<file path="config.mk">
export PLATFORM = sky130hd
export DESIGN_NAME = derive_ext_size
export DESIGN_NICKNAME = d
export VERILOG_FILES = /design/src/rtl/hevc_size_pkg.sv /design/src/rtl/rr_arbiter.sv /design/src/rtl/derive_ext_size.sv
export SDC_FILE = /design/constraint.sdc
export NUM_CORES = 1
export LEC_CHECK = 0
export BUFFER_PORTS_ARGS = -buffer_cell sky130_fd_sc_hd__buf_2
export CORE_MARGIN = 8
export CORE_UTILIZATION = 38
export CTS_BUF_LIST = sky130_fd_sc_hd__clkbuf_16
export CTS_CLUSTER_DIAMETER = 60
export DETAILED_ROUTE_END_ITERATION = 12
export PLACE_DENSITY = 0.76
export SLEW_MARGIN = 20
export SYNTH_ARGS = -nofsm -noshare
export SYNTH_HDL_FRONTEND = slang
export SYNTH_SLANG_ARGS = --single-unit
</file>
<file path="constraint.sdc">
create_clock -name clk -period 1.75 [get_ports clk]
set_clock_uncertainty 0.2 [all_clocks]
set_input_delay 0.0875 -clock clk [delete_from_list [all_inputs] [get_ports clk]]
set_output_delay 0.0875 -clock clk [all_outputs]
set_load 0.05 [all_outputs]
</file>
<file path="src/rtl/hevc_size_pkg.sv">
// Size constants and helpers shared by derive_real_size and derive_ext_size.
// MONO collapses the tag field to zero width (single flux).
package hevc_size_pkg;

    localparam int unsigned DATA_WIDTH = 7;
    localparam int unsigned DIFF       = 8;

    typedef logic [DATA_WIDTH-1:0] size_t;

    function automatic int unsigned tag_width(input int unsigned flux);
`ifdef MONO
        return (flux > 0) ? 0 : 0;
`else
        return (flux > 1) ? $clog2(flux) : 0;
`endif
    endfunction

endpackage

</file>
<file path="src/rtl/rr_arbiter.sv">
// Combinational round-robin arbiter: the search starts one past i_last, and
// the caller owns the last-grant register.
module rr_arbiter #(
    parameter int unsigned N = 2,
    localparam int unsigned IW = (N > 1) ? $clog2(N) : 1
) (
    input  logic [N-1:0]  i_req,
    input  logic [IW-1:0] i_last,
    output logic          o_gnt_valid,
    output logic [IW-1:0] o_gnt_idx
);

    logic [IW-1:0] w_idx;

    always_comb begin
        o_gnt_valid = 1'b0;
        o_gnt_idx   = '0;
        w_idx       = '0;
        for (int unsigned k = 1; k <= N; k++) begin
            w_idx = IW'((32'(i_last) + k) % N);
            if (!o_gnt_valid && i_req[w_idx]) begin
                o_gnt_valid = 1'b1;
                o_gnt_idx   = w_idx;
            end
        end
    end

endmodule

</file>
<file path="src/rtl/derive_ext_size.sv">
// Pops tagged real sizes round-robin across fluxes and pushes {tag, size+DIFF}
// through a single stall-holding output register. DERIVE_EXT_SIZE_SAT_EN clips.
module derive_ext_size #(
`ifdef MONO
    parameter int unsigned FLUX       = 1,
`else
    parameter int unsigned FLUX       = 2,
`endif
    parameter int unsigned DATA_WIDTH = hevc_size_pkg::DATA_WIDTH,
    parameter int unsigned DIFF       = hevc_size_pkg::DIFF,
    parameter int unsigned TAG_WIDTH  = hevc_size_pkg::tag_width(FLUX)
) (
    input  logic                            clk,
    input  logic                            rst_n,
    input  logic [FLUX-1:0]                 i_rd_empty,
    output logic [FLUX-1:0]                 o_rd_read,
    input  logic [TAG_WIDTH+DATA_WIDTH-1:0] i_rd_dout,
    input  logic [FLUX-1:0]                 i_wr_full,
    output logic                            o_wr_write,
    output logic [TAG_WIDTH+DATA_WIDTH-1:0] o_wr_din
);
    import hevc_size_pkg::*;

    localparam int unsigned IW = (FLUX > 1) ? $clog2(FLUX) : 1;

    logic                  r_out_valid;
    logic [IW-1:0]         r_out_tag;
    logic [DATA_WIDTH-1:0] r_out_data;
    logic [IW-1:0]         r_last_grant;

    logic                  w_write;
    logic                  w_accept;
    logic                  w_take;
    logic                  w_gnt_valid;
    logic [IW-1:0]         w_gnt_idx;
    logic [FLUX-1:0]       w_elig;
    logic [DATA_WIDTH-1:0] w_sum;

    assign w_write  = r_out_valid & ~i_wr_full[r_out_tag];
    assign w_accept = ~r_out_valid | w_write;
    assign w_elig   = ~i_rd_empty & ~i_wr_full;
    // rst_n gates the read so a pending pop is suppressed the instant reset asserts
    assign w_take   = rst_n & w_accept & w_gnt_valid;

    rr_arbiter #(
        .N (FLUX)
    ) u_arb (
        .i_req       (w_elig),
        .i_last      (r_last_grant),
        .o_gnt_valid (w_gnt_valid),
        .o_gnt_idx   (w_gnt_idx)
    );

    always_comb begin
        o_rd_read = '0;
        if (w_take) begin
            o_rd_read[w_gnt_idx] = 1'b1;
        end
    end

    assign o_wr_write = w_write;

    generate
        if (TAG_WIDTH == 0) begin : g_mono
            assign o_wr_din = r_out_data;
        end else begin : g_tagged
            logic w_unused_tag;
            assign w_unused_tag = ^i_rd_dout[TAG_WIDTH+DATA_WIDTH-1:DATA_WIDTH];
            assign o_wr_din     = {r_out_tag[TAG_WIDTH-1:0], r_out_data};
        end
    endgenerate

`ifdef DERIVE_EXT_SIZE_SAT_EN
    logic [DATA_WIDTH:0] w_sum_wide;
    logic                r_sat_seen;

    assign w_sum_wide = {1'b0, i_rd_dout[DATA_WIDTH-1:0]} + (DATA_WIDTH+1)'(DIFF);
    assign w_sum      = w_sum_wide[DATA_WIDTH] ? '1 : w_sum_wide[DATA_WIDTH-1:0];

    always_ff @(posedge clk or negedge rst_n) begin
        if (!rst_n) begin
            r_sat_seen <= 1'b0;
        end else if (w_take && w_sum_wide[DATA_WIDTH]) begin
            r_sat_seen <= 1'b1;
        end
    end
`else
    assign w_sum = i_rd_dout[DATA_WIDTH-1:0] + DATA_WIDTH'(DIFF);
`endif

    // A drain and a new grant in the same cycle overwrite the register: no bubble
    always_ff @(posedge clk or negedge rst_n) begin
        if (!rst_n) begin
            r_out_valid  <= 1'b0;
            r_out_tag    <= '0;
            r_out_data   <= '0;
            r_last_grant <= IW'(FLUX - 1);
        end else if (w_accept) begin
            if (w_gnt_valid) begin
                r_out_valid  <= 1'b1;
                r_out_tag    <= w_gnt_idx;
                r_out_data   <= w_sum;
                r_last_grant <= w_gnt_idx;
            end else begin
                r_out_valid <= 1'b0;
            end
        end
    end

endmodule

</file>
[Word level (Yosys, flattened, before mapping)]
Index checks and enable logic that the tools add are counted.
Widths: inputs -> output; s select.
Storage, ports and cells
  word-level logic and storage cells: 39
  output and inout port bits: 11
  flip-flop bits (word level): 10
  input bits: 14
Operators by class
  add/subtract/negate cells: 3
  reductions and logical operators: 4
  bitwise gates (word level): 9
  order comparisons: 5
  mux-type cells: 14
Operators with widths (count)
  $mux 1: 12
  $lt 1x2->1 const B: 4
  $add 7x4->7 const B: 1
  $not 2->2: 2
  $and 1x1->1: 3
  $add 1x1->1 const B: 2
  $and 2x2->2: 1
  $logic_and 1x1->1: 2
  $mux 2: 1
  $not 1->1: 2
  $reduce_and 2->1: 1
  $demux 1 s1: 1
  $ge 1x1->1 const B: 1
  $logic_not 1->1: 1
  $or 1x1->1: 1

[Longest topological paths before layout]
  depth in word-level cells: 13
  mapped depth: 3
  mapped depth without buffers: 3

[By module]
From an unflattened synthesis, not the netlist that was laid out.
Unflattened totals
  cells, all modules: 36
  area, all modules: 486.7 µm²
By module, submodules not included
  derive_ext_size: area an instance 473.0 µm², cells an instance 34, instances 1, sequential area each 251.5 µm²
  rr_arbiter: area an instance 13.8 µm², cells an instance 2, instances 1, sequential area each 0.0 µm²

[Worst setup path before layout]
Ideal clock, no wire load.
  path kind: register -> output
  start point: register r_out_tag
  end point: output port o_rd_read[1]
  cell stages (with the launch flop): 4
  arrival time: 1587 ps
  slack: -125 ps
  required time: 1462 ps
  cells stage by stage: dfrtp_1 -> mux2_4 -> a2111oi_2 -> and2_1
On the way
  cells in the longest elaborated chain, start to end: 8
Ends and longest elaborated chain
  start, declared: RTL line derive_ext_size.sv:27  | logic [IW-1:0] r_out_tag;
  start signal, assigned: RTL line derive_ext_size.sv:101  | r_out_tag <= w_gnt_idx;
  $mux 1 (not written as such) (2 in a row): RTL line derive_ext_size.sv:39  | assign w_write = r_out_valid & ~i_wr_full[r_out_tag];
  $not 1->1: RTL line derive_ext_size.sv:39
  $and 1x1->1: RTL line derive_ext_size.sv:39
  $or 1x1->1: RTL line derive_ext_size.sv:40  | assign w_accept = ~r_out_valid | w_write;
  $and 1x1->1 (2 in a row): RTL line derive_ext_size.sv:43  | assign w_take = rst_n & w_accept & w_gnt_valid;
  $mux 2: RTL line derive_ext_size.sv:56  | if (w_take) begin
  end, declared: RTL line derive_ext_size.sv:16  | output logic [FLUX-1:0] o_rd_read,
Every way passes these cells. The select of a mux whose other input is x is not followed.

[Worst setup path in the final report]
Same ends and word-level chain as after synthesis.

==> impl_metrics.ini <==
[detailed_routing]
wl_per_cell_um = 15.6
viasPerCell = 4.76
post-route-drc-count = 0
drtAntennaViolNets = 0
drt_iter0_markers = 1
firstDrtPassIters = 2
via_count = 419
totalWireLength_mm = 1.37

[cells_and_area]
finalInstanceArea_um2 = 835
area_delta_synth_final_pct = 69.3
fill_cells = 78
final_core_util = 0.666
seq_area_um2 = 251
finalNonFillerCells = 88
multiInputGateArea_um2 = 249
nets = 89
antenna_cells = 0
drive_gt1_frac = 0.589

[synthesis]
seq_area_frac_synth = 0.510
synth_ff_type = dfrtp_1
yosysMostFrequentCell = dfrtp_1
ys_ff_latch = 10
synth_edf_count = 0
syn_nets = 53
synth_top_area_cell = dfrtp_1
synth_cell_type_count = 20
ys_warn_count = 0
synth.area.top_cells = dfrtp_1 46%, mux2_2 14%, dfstp_2 5.3%, a21oi_4 3.3%, a2111oi_2 3.0%
synth_commonest_cells = 9 x dfrtp_1, 6 x mux2_2, 4 x inv_1
avgSynthCellArea_um2 = 13.0
synth_top_area_share = 0.457
async_reset_ff_frac = 1.00
synthCells = 38
syn_area_um2 = 493

[hold_path]
holdPathStages = 3
hold_path.class = in -> reg

[timing]
setup_ws_ns = -0.182
tightest_slew_ns = 0.468
min_period_ns = 1.93
tns_ns = -0.822
period_share = 1.10
hold_violations = 0
slew_headroom = 0.687
finalMaxSlewViolations = 0
grt_setup_unrepaired = true
setup-violations-final = 8
whs_ns = 0.00740
fmax_mhz = 518

[worst_setup_path]
crit_slowest_cell = dfrtp_1
r2r_cells = 5
crit_fanout = 3
cp.arrival_ns = 1.64
crit_chain = mux2_4, a2111oi_4, and2_4, buf_8
timing_worst_setup_path_type = reg -> out
cp.depth = 4
critPathLaunchType = register
cp_data_required_time_ns = 1.46
worst-path-buf-inv = 1
end_kind = output pin
cp_top_family = flip-flops
slowest_delay_ns = 0.38

[grt]
grt_max_degree = 11
grt_pass1_wl_mm = 2.20
grt_usage = 0.104
grt-ovfl-total = 0
grt_pass1_vias = 502
antenna_found_initial = 0

[power]
peakVddDrop_mv = 1.06
power_mw = 1.22
p_per_area_mw_per_mm2 = 1460
p_leak_nw = 0.401

[clocking]
clock_latency_ns = 0.23
cts_tree = yes
max-clock-path-buffers = 2
cts_setup_buffers = 0
cts-buffers-inserted = 3
clkSinkCount = 10
clk_pin_slew_ns = 0.04
h-tree-depth = 1
root_buffer = clkbuf_16

[die]
die_area_mm2 = 0.00271
core-area_mm2 = 0.00125
die_height_um = 52.0
ios = 25
fp-row-count = 13
die_x_um = 52.0
start_util = 0.394

[run]
maxCapViolations = 0

[place]
dp_cells = 79
numPortBuffers = 23
placement.cell_area_um2 = 652
pre_cts_ws_ns = -0.123
gp_congestion = 0.746
place_hpwl_um = 908

[outcome]
status = complete, but fails checks
failed_checks = negative setup slack
-- per-layer routing --
metal | up-vias | part of all wire | global-route usage
li1 | 203 | - | -
met3 | 2 | 0.034 | 0.0199
met5 | - | 0 | 0
met1 | 202 | 0.41 | 0.104
met4 | 0 | 0.011 | 0.0487
met2 | 12 | 0.54 | 0.196
-- worst reg2reg max path, cell delays in order, from the launching register on --
cell,delay [ns]
dfrtp_1,0.38
mux2_4,0.32
buf_4,0.15
a21oi_4,0.17
buf_4,0.17
mux2_2,0.33
-- final timing paths --
kind / slack, ns / startpoint / to
max in group asynchronous: 0.81 / rst_n / r_last_grant
min in group asynchronous: 0.19 / rst_n / r_out_data[3]
worst max register to register: -0.10 / r_out_tag / r_out_data[4]
worst min register to register: 0.28 / r_last_grant / r_last_grant
worst min-delay path: 0.007 / i_rd_dout[6] / r_out_data[6]
worst max-delay path: -0.18 / r_out_tag / o_rd_read[1]
-- registers in the layout (all words and copies together) (netlist names) --
signal and cells:
r_out_data 7, r_last_grant 1, r_out_tag 1, r_out_valid 1
-- cells in the final DEF (no fill, tap or decap), drive strengths merged, types with 2 or more instances in the layout --
cell type / instances
dfrtp: 9
inv: 4
clkbuf: 4
mux2: 7
buf: 26
o21bai: 2
nand2: 2
dlygate4sd3: 5
-- cells by family (layout without fill, tap and decap cells) --
group | Yosys count | in the layout | share of synthesized area
AND/OR/NAND/NOR | 6 | 6 | 0.0609
multiplexers | 8 | 8 | 0.188
adder cells (fa/ha/maj) | 1 | 1 | 0.0254
buffers and inverters | 5 | 40 | 0.0457
XOR/XNOR | 2 | 2 | 0.0355
AO/OA/AOI/OAI | 6 | 6 | 0.135
flip-flops | 10 | 10 | 0.510
-- layout make-up --
| class | instances | area share |
|---|---|---|
| multi-input cells | 23 | 0.298 |
| inverters | 4 | 0.0180 |
| flip-flops and latches | 10 | 0.301 |
| repair buffers | 32 | 0.265 |
| clock buffers | 3 | 0.0900 |
| well taps | 15 | 0.0225 |
| clock inverters | 1 | 0.00450 |
-- report_power, final --
part	total [mW]	leakage (nW)	internal, mW	switching [mW]
combinational	0.480	0.246	0.162	0.318
clock	0.402	0.0385	0.299	0.103
sequential	0.335	0.116	0.298	0.0375
-- timing repair --
| action | 4_1_cts | 5_1_grt |
|---|---|---|
| pin swaps | 1 | 2 |
| hold endpoints to repair | 15 | 0 |
| setup endpoints to repair | 8 | 9 |
| resized for setup | 6 | 5 |
| hold buffers | 5 | 0 |
Note: power is estimated with default switching activity, not from simulation.
